`src/rtl/synth_cmd_decoder_if.sv`:
```
// Byte stream in from the SPI receiver and per-channel oscillator settings out.
// The master side feeds bytes; the slave side is the decoder.
interface synth_cmd_decoder_if #(
    parameter int unsigned N_OSC   = 2,
    parameter int unsigned WAVE_W  = 3,
    parameter int unsigned FREQ_W  = 24,
    parameter int unsigned PHASE_W = 16,
    parameter int unsigned AMP_W   = 16
) ();
    logic [7:0]               i_rx_byte;
    logic                     i_rx_valid;
    logic [N_OSC*WAVE_W-1:0]  o_wave;
    logic [N_OSC*FREQ_W-1:0]  o_freq;
    logic [N_OSC*PHASE_W-1:0] o_phase;
    logic [N_OSC*AMP_W-1:0]   o_amp;
    logic [N_OSC-1:0]         o_update;
    logic                     o_err;
    logic                     o_busy;

    modport master (
        output i_rx_byte, i_rx_valid,
        input  o_wave, o_freq, o_phase, o_amp, o_update, o_err, o_busy
    );

    modport slave (
        input  i_rx_byte, i_rx_valid,
        output o_wave, o_freq, o_phase, o_amp, o_update, o_err, o_busy
    );
endinterface

```
`src/rtl/synth_cmd_decoder.sv`:
```
// SPI command decoder and shadow register file for N_OSC oscillator channels.
// Payload bytes are assembled little-endian and committed atomically on the last byte.
module synth_cmd_decoder #(
    parameter int unsigned N_OSC          = 2,
    parameter int unsigned WAVE_W         = 3,
    parameter int unsigned FREQ_W         = 24,
    parameter int unsigned PHASE_W        = 16,
    parameter int unsigned AMP_W          = 16,
    parameter int unsigned TIMEOUT_CYCLES = 2500000
) (
    input  logic                i_clk50mhz,
    input  logic                i_rst,
    synth_cmd_decoder_if.slave  bus
);
    localparam int unsigned WAVE_B  = (WAVE_W + 7) / 8;
    localparam int unsigned FREQ_B  = (FREQ_W + 7) / 8;
    localparam int unsigned PHASE_B = (PHASE_W + 7) / 8;
    localparam int unsigned AMP_B   = (AMP_W + 7) / 8;
    localparam int unsigned MAX_WF  = (WAVE_B > FREQ_B) ? WAVE_B : FREQ_B;
    localparam int unsigned MAX_PA  = (PHASE_B > AMP_B) ? PHASE_B : AMP_B;
    localparam int unsigned MAX_B   = (MAX_WF > MAX_PA) ? MAX_WF : MAX_PA;
    localparam int unsigned ASM_W   = MAX_B * 8;
    localparam int unsigned CNT_W   = $clog2(MAX_B + 1);
    localparam int unsigned TO_W    = (TIMEOUT_CYCLES > 2) ? $clog2(TIMEOUT_CYCLES) : 1;

    localparam logic [3:0] R_WAVE  = 4'd1;
    localparam logic [3:0] R_FREQ  = 4'd2;
    localparam logic [3:0] R_PHASE = 4'd3;
    localparam logic [3:0] R_AMP   = 4'd4;

    typedef enum logic {S_IDLE, S_PAYLOAD} state_t;

    state_t                   state_q, state_n;
    logic [3:0]               ch_q, ch_n;
    logic [3:0]               rcode_q, rcode_n;
    logic [CNT_W-1:0]         left_q, left_n;
    logic [CNT_W-1:0]         idx_q, idx_n;
    logic [ASM_W-1:0]         asm_q, asm_n, asm_full;
    logic [TO_W-1:0]          to_q, to_n;
    logic [N_OSC*WAVE_W-1:0]  wave_q, wave_n;
    logic [N_OSC*FREQ_W-1:0]  freq_q, freq_n;
    logic [N_OSC*PHASE_W-1:0] phase_q, phase_n;
    logic [N_OSC*AMP_W-1:0]   amp_q, amp_n;
    logic [N_OSC-1:0]         upd_q, upd_n;
    logic                     err_q, err_n;
    logic                     busy_q;

    logic [3:0]               cmd_ch;
    logic [3:0]               cmd_code;
    logic                     cmd_ok;
    logic [CNT_W-1:0]         cmd_len;

    assign cmd_ch   = bus.i_rx_byte[7:4];
    assign cmd_code = bus.i_rx_byte[3:0];

    // Command validation and payload length lookup
    always_comb begin
        cmd_ok  = 1'b0;
        cmd_len = '0;
        case (cmd_code)
            R_WAVE:  cmd_len = CNT_W'(WAVE_B);
            R_FREQ:  cmd_len = CNT_W'(FREQ_B);
            R_PHASE: cmd_len = CNT_W'(PHASE_B);
            R_AMP:   cmd_len = CNT_W'(AMP_B);
            default: cmd_len = '0;
        endcase
        if ((cmd_len != '0) && (32'(cmd_ch) < N_OSC)) begin
            cmd_ok = 1'b1;
        end
    end

    // Next-state, payload assembly, commit and timeout
    always_comb begin
        state_n  = state_q;
        ch_n     = ch_q;
        rcode_n  = rcode_q;
        left_n   = left_q;
        idx_n    = idx_q;
        asm_n    = asm_q;
        to_n     = to_q;
        wave_n   = wave_q;
        freq_n   = freq_q;
        phase_n  = phase_q;
        amp_n    = amp_q;
        upd_n    = '0;
        err_n    = 1'b0;
        asm_full = asm_q;
        asm_full[32'(idx_q) * 32'd8 +: 8] = bus.i_rx_byte;

        case (state_q)
            S_IDLE: begin
                if (bus.i_rx_valid && (bus.i_rx_byte != 8'h00)) begin
                    if (cmd_ok) begin
                        state_n = S_PAYLOAD;
                        ch_n    = cmd_ch;
                        rcode_n = cmd_code;
                        left_n  = cmd_len;
                        idx_n   = '0;
                        asm_n   = '0;
                        to_n    = '0;
                    end else begin
                        err_n = 1'b1;
                    end
                end
            end
            S_PAYLOAD: begin
                if (bus.i_rx_valid) begin
                    to_n = '0;
                    if (left_q == CNT_W'(1)) begin
                        state_n = S_IDLE;
                        upd_n   = N_OSC'(1) << ch_q;
                        case (rcode_q)
                            R_WAVE:  wave_n[32'(ch_q) * WAVE_W +: WAVE_W]   = asm_full[WAVE_W-1:0];
                            R_FREQ:  freq_n[32'(ch_q) * FREQ_W +: FREQ_W]   = asm_full[FREQ_W-1:0];
                            R_PHASE: phase_n[32'(ch_q) * PHASE_W +: PHASE_W] = asm_full[PHASE_W-1:0];
                            R_AMP:   amp_n[32'(ch_q) * AMP_W +: AMP_W]      = asm_full[AMP_W-1:0];
                            default: upd_n = '0;
                        endcase
                    end else begin
                        asm_n  = asm_full;
                        idx_n  = idx_q + CNT_W'(1);
                        left_n = left_q - CNT_W'(1);
                    end
                end else if (to_q == TO_W'(TIMEOUT_CYCLES - 1)) begin
                    state_n = S_IDLE;
                    err_n   = 1'b1;
                end else begin
                    to_n = to_q + TO_W'(1);
                end
            end
            default: state_n = S_IDLE;
        endcase
    end

    always_ff @(posedge i_clk50mhz) begin
        if (i_rst) begin
            state_q <= S_IDLE;
            ch_q    <= '0;
            rcode_q <= '0;
            left_q  <= '0;
            idx_q   <= '0;
            asm_q   <= '0;
            to_q    <= '0;
            wave_q  <= '0;
            freq_q  <= '0;
            phase_q <= '0;
            amp_q   <= '0;
            upd_q   <= '0;
            err_q   <= 1'b0;
            busy_q  <= 1'b0;
        end else begin
            state_q <= state_n;
            ch_q    <= ch_n;
            rcode_q <= rcode_n;
            left_q  <= left_n;
            idx_q   <= idx_n;
            asm_q   <= asm_n;
            to_q    <= to_n;
            wave_q  <= wave_n;
            freq_q  <= freq_n;
            phase_q <= phase_n;
            amp_q   <= amp_n;
            upd_q   <= upd_n;
            err_q   <= err_n;
            busy_q  <= (state_n == S_PAYLOAD);
        end
    end

    assign bus.o_wave   = wave_q;
    assign bus.o_freq   = freq_q;
    assign bus.o_phase  = phase_q;
    assign bus.o_amp    = amp_q;
    assign bus.o_update = upd_q;
    assign bus.o_err    = err_q;
    assign bus.o_busy   = busy_q;
endmodule

```
`src/flat_wrapper.sv`:
```
// flat-port wrapper written by rule: the top's interface ports become plain ports
module synth_cmd_decoder_flat 
#(
    parameter int unsigned N_OSC          = 2,
    parameter int unsigned WAVE_W         = 3,
    parameter int unsigned FREQ_W         = 24,
    parameter int unsigned PHASE_W        = 16,
    parameter int unsigned AMP_W          = 16,
    parameter int unsigned TIMEOUT_CYCLES = 2500000
)
  (i_clk50mhz, i_rst, bus_i_rx_byte, bus_i_rx_valid, bus_o_wave, bus_o_freq, bus_o_phase, bus_o_amp, bus_o_update, bus_o_err, bus_o_busy);
  synth_cmd_decoder_if #(.N_OSC(N_OSC), .WAVE_W(WAVE_W), .FREQ_W(FREQ_W), .PHASE_W(PHASE_W), .AMP_W(AMP_W)) bus_i ();
  input  logic i_clk50mhz;
  input  logic i_rst;
  input wire logic [$bits(bus_i.i_rx_byte)-1:0] bus_i_rx_byte;
  input wire logic [$bits(bus_i.i_rx_valid)-1:0] bus_i_rx_valid;
  output wire logic [$bits(bus_i.o_wave)-1:0] bus_o_wave;
  output wire logic [$bits(bus_i.o_freq)-1:0] bus_o_freq;
  output wire logic [$bits(bus_i.o_phase)-1:0] bus_o_phase;
  output wire logic [$bits(bus_i.o_amp)-1:0] bus_o_amp;
  output wire logic [$bits(bus_i.o_update)-1:0] bus_o_update;
  output wire logic [$bits(bus_i.o_err)-1:0] bus_o_err;
  output wire logic [$bits(bus_i.o_busy)-1:0] bus_o_busy;
  assign bus_i.i_rx_byte = bus_i_rx_byte;
  assign bus_i.i_rx_valid = bus_i_rx_valid;
  assign bus_o_wave = bus_i.o_wave;
  assign bus_o_freq = bus_i.o_freq;
  assign bus_o_phase = bus_i.o_phase;
  assign bus_o_amp = bus_i.o_amp;
  assign bus_o_update = bus_i.o_update;
  assign bus_o_err = bus_i.o_err;
  assign bus_o_busy = bus_i.o_busy;
  synth_cmd_decoder #(.N_OSC(N_OSC), .WAVE_W(WAVE_W), .FREQ_W(FREQ_W), .PHASE_W(PHASE_W), .AMP_W(AMP_W), .TIMEOUT_CYCLES(TIMEOUT_CYCLES)) u_core (.i_clk50mhz(i_clk50mhz), .i_rst(i_rst), .bus(bus_i));
endmodule
```
`config.mk`:
```
export PLATFORM = sky130hd
export DESIGN_NAME = synth_cmd_decoder_flat
export DESIGN_NICKNAME = d
export VERILOG_FILES = /design/src/rtl/synth_cmd_decoder_if.sv /design/src/rtl/synth_cmd_decoder.sv /design/src/flat_wrapper.sv
export SDC_FILE = /design/constraint.sdc
export NUM_CORES = 1
export LEC_CHECK = 0
export BUFFER_PORTS_ARGS = -buffer_cell sky130_fd_sc_hd__buf_2
export CORE_ASPECT_RATIO = 0.6
export CORE_MARGIN = 5
export CORE_UTILIZATION = 55
export CTS_CLUSTER_SIZE = 16
export DETAILED_ROUTE_END_ITERATION = 10
export PLACE_DENSITY_LB_ADDON = 0.1
export SYNTH_ARGS = -nofsm -noshare
export SYNTH_HDL_FRONTEND = slang
export SYNTH_SLANG_ARGS = --single-unit
```
`constraint.sdc`:
```
create_clock -name i_clk50mhz -period 7.15 [get_ports i_clk50mhz]
set_input_delay 1.43 -clock i_clk50mhz [delete_from_list [all_inputs] [get_ports i_clk50mhz]]
set_output_delay 1.43 -clock i_clk50mhz [all_outputs]
set_load 0.01 [all_outputs]
```
==> results.yml <==
die:
  rows: 36
  ios: 133
  die_h_um: 108
  start_util: 0.553
  fp.dieArea_um2: 18900
  core_um2: 16000
  die_x_um: 174
cts:
  ctsResizeCount: 0
  cts_setup_buffers: 0
  clkTransAtPathRegs_ns: 0.07
  clockBufferDepth: 2
  cts_hold_buffers: 0
  cts_made_buffers: 17
  clock_latency_ns: 0.44
  cts_tree: "built"
  htreeDepth: 4
  cts_root_buffer: "clkbuf_16"
  clock-sinks: 180
hold_path:
  hold_start: "u_core.asm_q[15]$_SDFFE_PP0P_"
  holdPathStages: 2
  min_to: "u_core.asm_q[15]$_SDFFE_PP0P_"
  hp-class: "reg2reg"
timing:
  fin_crit_ns: 4.35
  setup_violations: 0
  fmax_ghz: 0.230
  hold_violations: 0
  slew_violations: 0
  skew_ns: 0.0112
  layout_worst_path_cycle_share: 0.608
  tns_ns: 0
  slew_headroom: 0.195
  worst_pin_slew_ns: 1.20
  rsz0062_at_grt: "no"
setup_path:
  path_delay_family: "simple AND/OR/NAND/NOR gates"
  cp_data_required_time_ns: 7.51
  crit_path_start_kind: "register"
  r2r_start: "u_core.ch_q[2]$_SDFFE_PP0P_"
  cp_data_arrival_time_ns: 4.70
  worstSetupStartpoint: "u_core.ch_q[2]$_SDFFE_PP0P_"
  crit_buf_inv: 1
  reg2regPathDepth: 11
  rr_endpoint: "u_core.bus.o_freq[39]$_SDFFE_PP0P_"
  cp_common_cell: "ha_1"
  critPathCaptureType: "register"
  slowest_delay_ns: 0.62
  path_class: "reg2reg"
  crit_chain: "inv_1, ha_1, or2_2, a21oi_2, o211a_1, ha_1, nand2b_1, or4_4, a221o_1, or3_1, a21oi_1"
  regToRegSetupSlack_ns: 2.81
  crit_path_max_fanout: 14
  slowest_stage: "dfxtp_1"
detailed_routing:
  antenna_left: 0
  finalWirelength_um: 26800
  vias: 8482
  drt_iter0_drc: 963
  wl_per_cell_um: 19.4
  vias_per_cell: 6.14
  dr.pass1.iters: 5
  drc: 0
placement:
  placed_cell_area_um2: 9710
  gp_congestion: 0.980
  portBuffers: 132
  post-dp-hpwl_um: 18300
global_route:
  grt_max_degree: 92
  antenna_found_initial: 0
  grt_pass1_vias: 7341
  grt_pass1_wl_um: 42100
  grt_overflow: 0
  track_usage: 0.280
logic_synthesis:
  syn_nets: 1094
  yosysSeqAreaShare: 0.406
  synth_top_area_share: 0.406
  yosys.cell_count.top_type: "dfxtp_1"
  synth_common_cells: "180 x dfxtp_1, 142 x nor2_1, 79 x a21oi_1, 78 x a211oi_1, 72 x clkbuf_1"
  synth_area_leaders: "dfxtp_1 41%, a211oi_1 6.6%, nor2_1 6.0%, a21oi_1 4.5%, clkbuf_1 3.0%"
  synthCells: 1066
  ys_ff_latch: 180
  async_flop_share: 0
  synth_cell_types: 74
  synth_edf_count: 0
  avgSynthCellArea_um2: 8.32
  synth_flop_cell: "dfxtp_1"
  yosys.area.top_type: "dfxtp_1"
  synth_warnings: 0
  netlist_area_um2: 8870
final_layout:
  area_growth_pct: 15.8
  drive_gt1_frac: 0.191
  antenna_cells: 0
  final_net_count: 1187
  design_area_um2: 10300
pwr:
  power.density_nw_per_um2: 193
  peakVddDrop_mv: 0.0985
  power_leakage_uw: 0.00387
status:
  status: "finished, final reports clean"
run:
  drv_cap: 0
## cell families (layout without fill, tap and decap cells)
kind of cell / count (synthesis) / count (layout) / synth area share
multiplexers: 21 / 21 / 0.0237
XOR/XNOR: 22 / 22 / 0.0238
adder cells (fa/ha/maj): 17 / 17 / 0.0248
AND/OR/NAND/NOR: 416 / 416 / 0.243
AO/OA/AOI/OAI: 310 / 310 / 0.234
buffers and inverters: 100 / 206 / 0.0451
flip-flops: 180 / 180 / 0.406
## cells in the final DEF, fill, tap and decap left out, types with 8 or more instances in the layout
master     Yosys  routed
dfxtp_1      180     180
nor2_1       142     142
buf_2          5     131
a21oi_1       79      79
a211oi_1      78      74
nand2_1       60      60
nand3_1       37      37
nor3_1        30      30
a31oi_1       30      30
buf_4          1      28
o21ai_0       26      26
nor2b_1       21      21
mux2i_1       21      21
xnor2_1       19      19
nand3b_1      19      19
clkbuf_16      0      17
nor3b_1       16      16
ha_1          16      16
inv_1         14      14
o22ai_1       13      13
o31ai_1       13      13
and3_1        12      12
nand4_1        9       9
or3_1          8       8
or4b_2         8       8
nand4b_1       8       8
## per-layer routing
layer	share of wire	track usage	vias up	wire length (um)
li1	-	-	4093	-
met2	0.39	0.373	385	10500
met1	0.49	0.436	3954	13100
met4	0.020	0.0813	0	546
met3	0.10	0.0699	50	2740
met5	0	0	-	0
## through the flow
| step | hold WS, ns | power [uW] | setup slack (ns) | instances | utilization |
|---|---|---|---|---|---|
| 6_report | 0.449 | 1980 | 2.81 | 1381 | 0.641 |
| 4_1_cts | 0.449 | 1990 | 2.89 | 1381 | 0.641 |
| 3_3_place_gp | 0.437 | 1100 | 3.09 | 1349 | 0.606 |
| 3_5_place_dp | 0.439 | 1100 | 2.94 | 1349 | 0.606 |
| 2_1_floorplan | 0.422 | 1070 | 3.25 | 1066 | - |
| 5_1_grt | 0.470 | 2040 | 2.37 | 1381 | 0.641 |
## power breakdown
group | switching (uW) | total (uW) | internal [uW]
clock | 444 | 904 | 459
combinational | 56.1 | 74.2 | 18.1
sequential | 0.782 | 1000 | 1000
## state kept, by name, indices dropped and copies added, names as in the netlist
| signal | flops |
|---|---|
| u_core.asm_q | 24 |
| u_core.bus.o_amp | 32 |
| u_core.bus.o_err | 1 |
| u_core.bus.o_freq | 48 |
| u_core.bus.o_phase | 32 |
| u_core.bus.o_update | 2 |
| u_core.bus.o_wave | 6 |
| u_core.ch_q | 4 |
| u_core.idx_q | 2 |
| u_core.left_q | 2 |
| u_core.rcode_q | 4 |
| u_core.state_q | 1 |
| u_core.to_q | 22 |
## worst register-to-register path: cells and delay by family, from the launching register on
kind / cells / cell delay [ns]
buf+inv: 1 / 0.34
flops: 1 / 0.62
simple gates: 4 / 1.41
fa+ha+maj: 2 / 0.64
compound gates: 4 / 1.28
## how the worst max path moves through the flow
stage                                          to  slack (ns)  cells after the start
6_report       u_core.bus.o_freq[39]$_SDFFE_PP0P_        2.81                     11
5_1_grt        u_core.bus.o_freq[10]$_SDFFE_PP0P_        2.37                     11
4_1_cts        u_core.bus.o_freq[39]$_SDFFE_PP0P_        2.89                     11
3_5_place_dp   u_core.bus.o_freq[39]$_SDFFE_PP0P_        2.94                     11
3_3_place_gp   u_core.bus.o_freq[34]$_SDFFE_PP0P_        3.09                     11
2_1_floorplan  u_core.bus.o_freq[39]$_SDFFE_PP0P_        3.25                     15
## layout make-up
type,instances,area [um^2]
Clock buffer,17,425
Clock inverter,15,143
Fill cell,1422,5760
Inverter,15,56.3
Multi-Input combinational cell,786,4920
Sequential cell,180,3600
Tap cell,209,262
Timing Repair Buffer,159,866
Note: power is estimated with default switching activity, not from simulation.
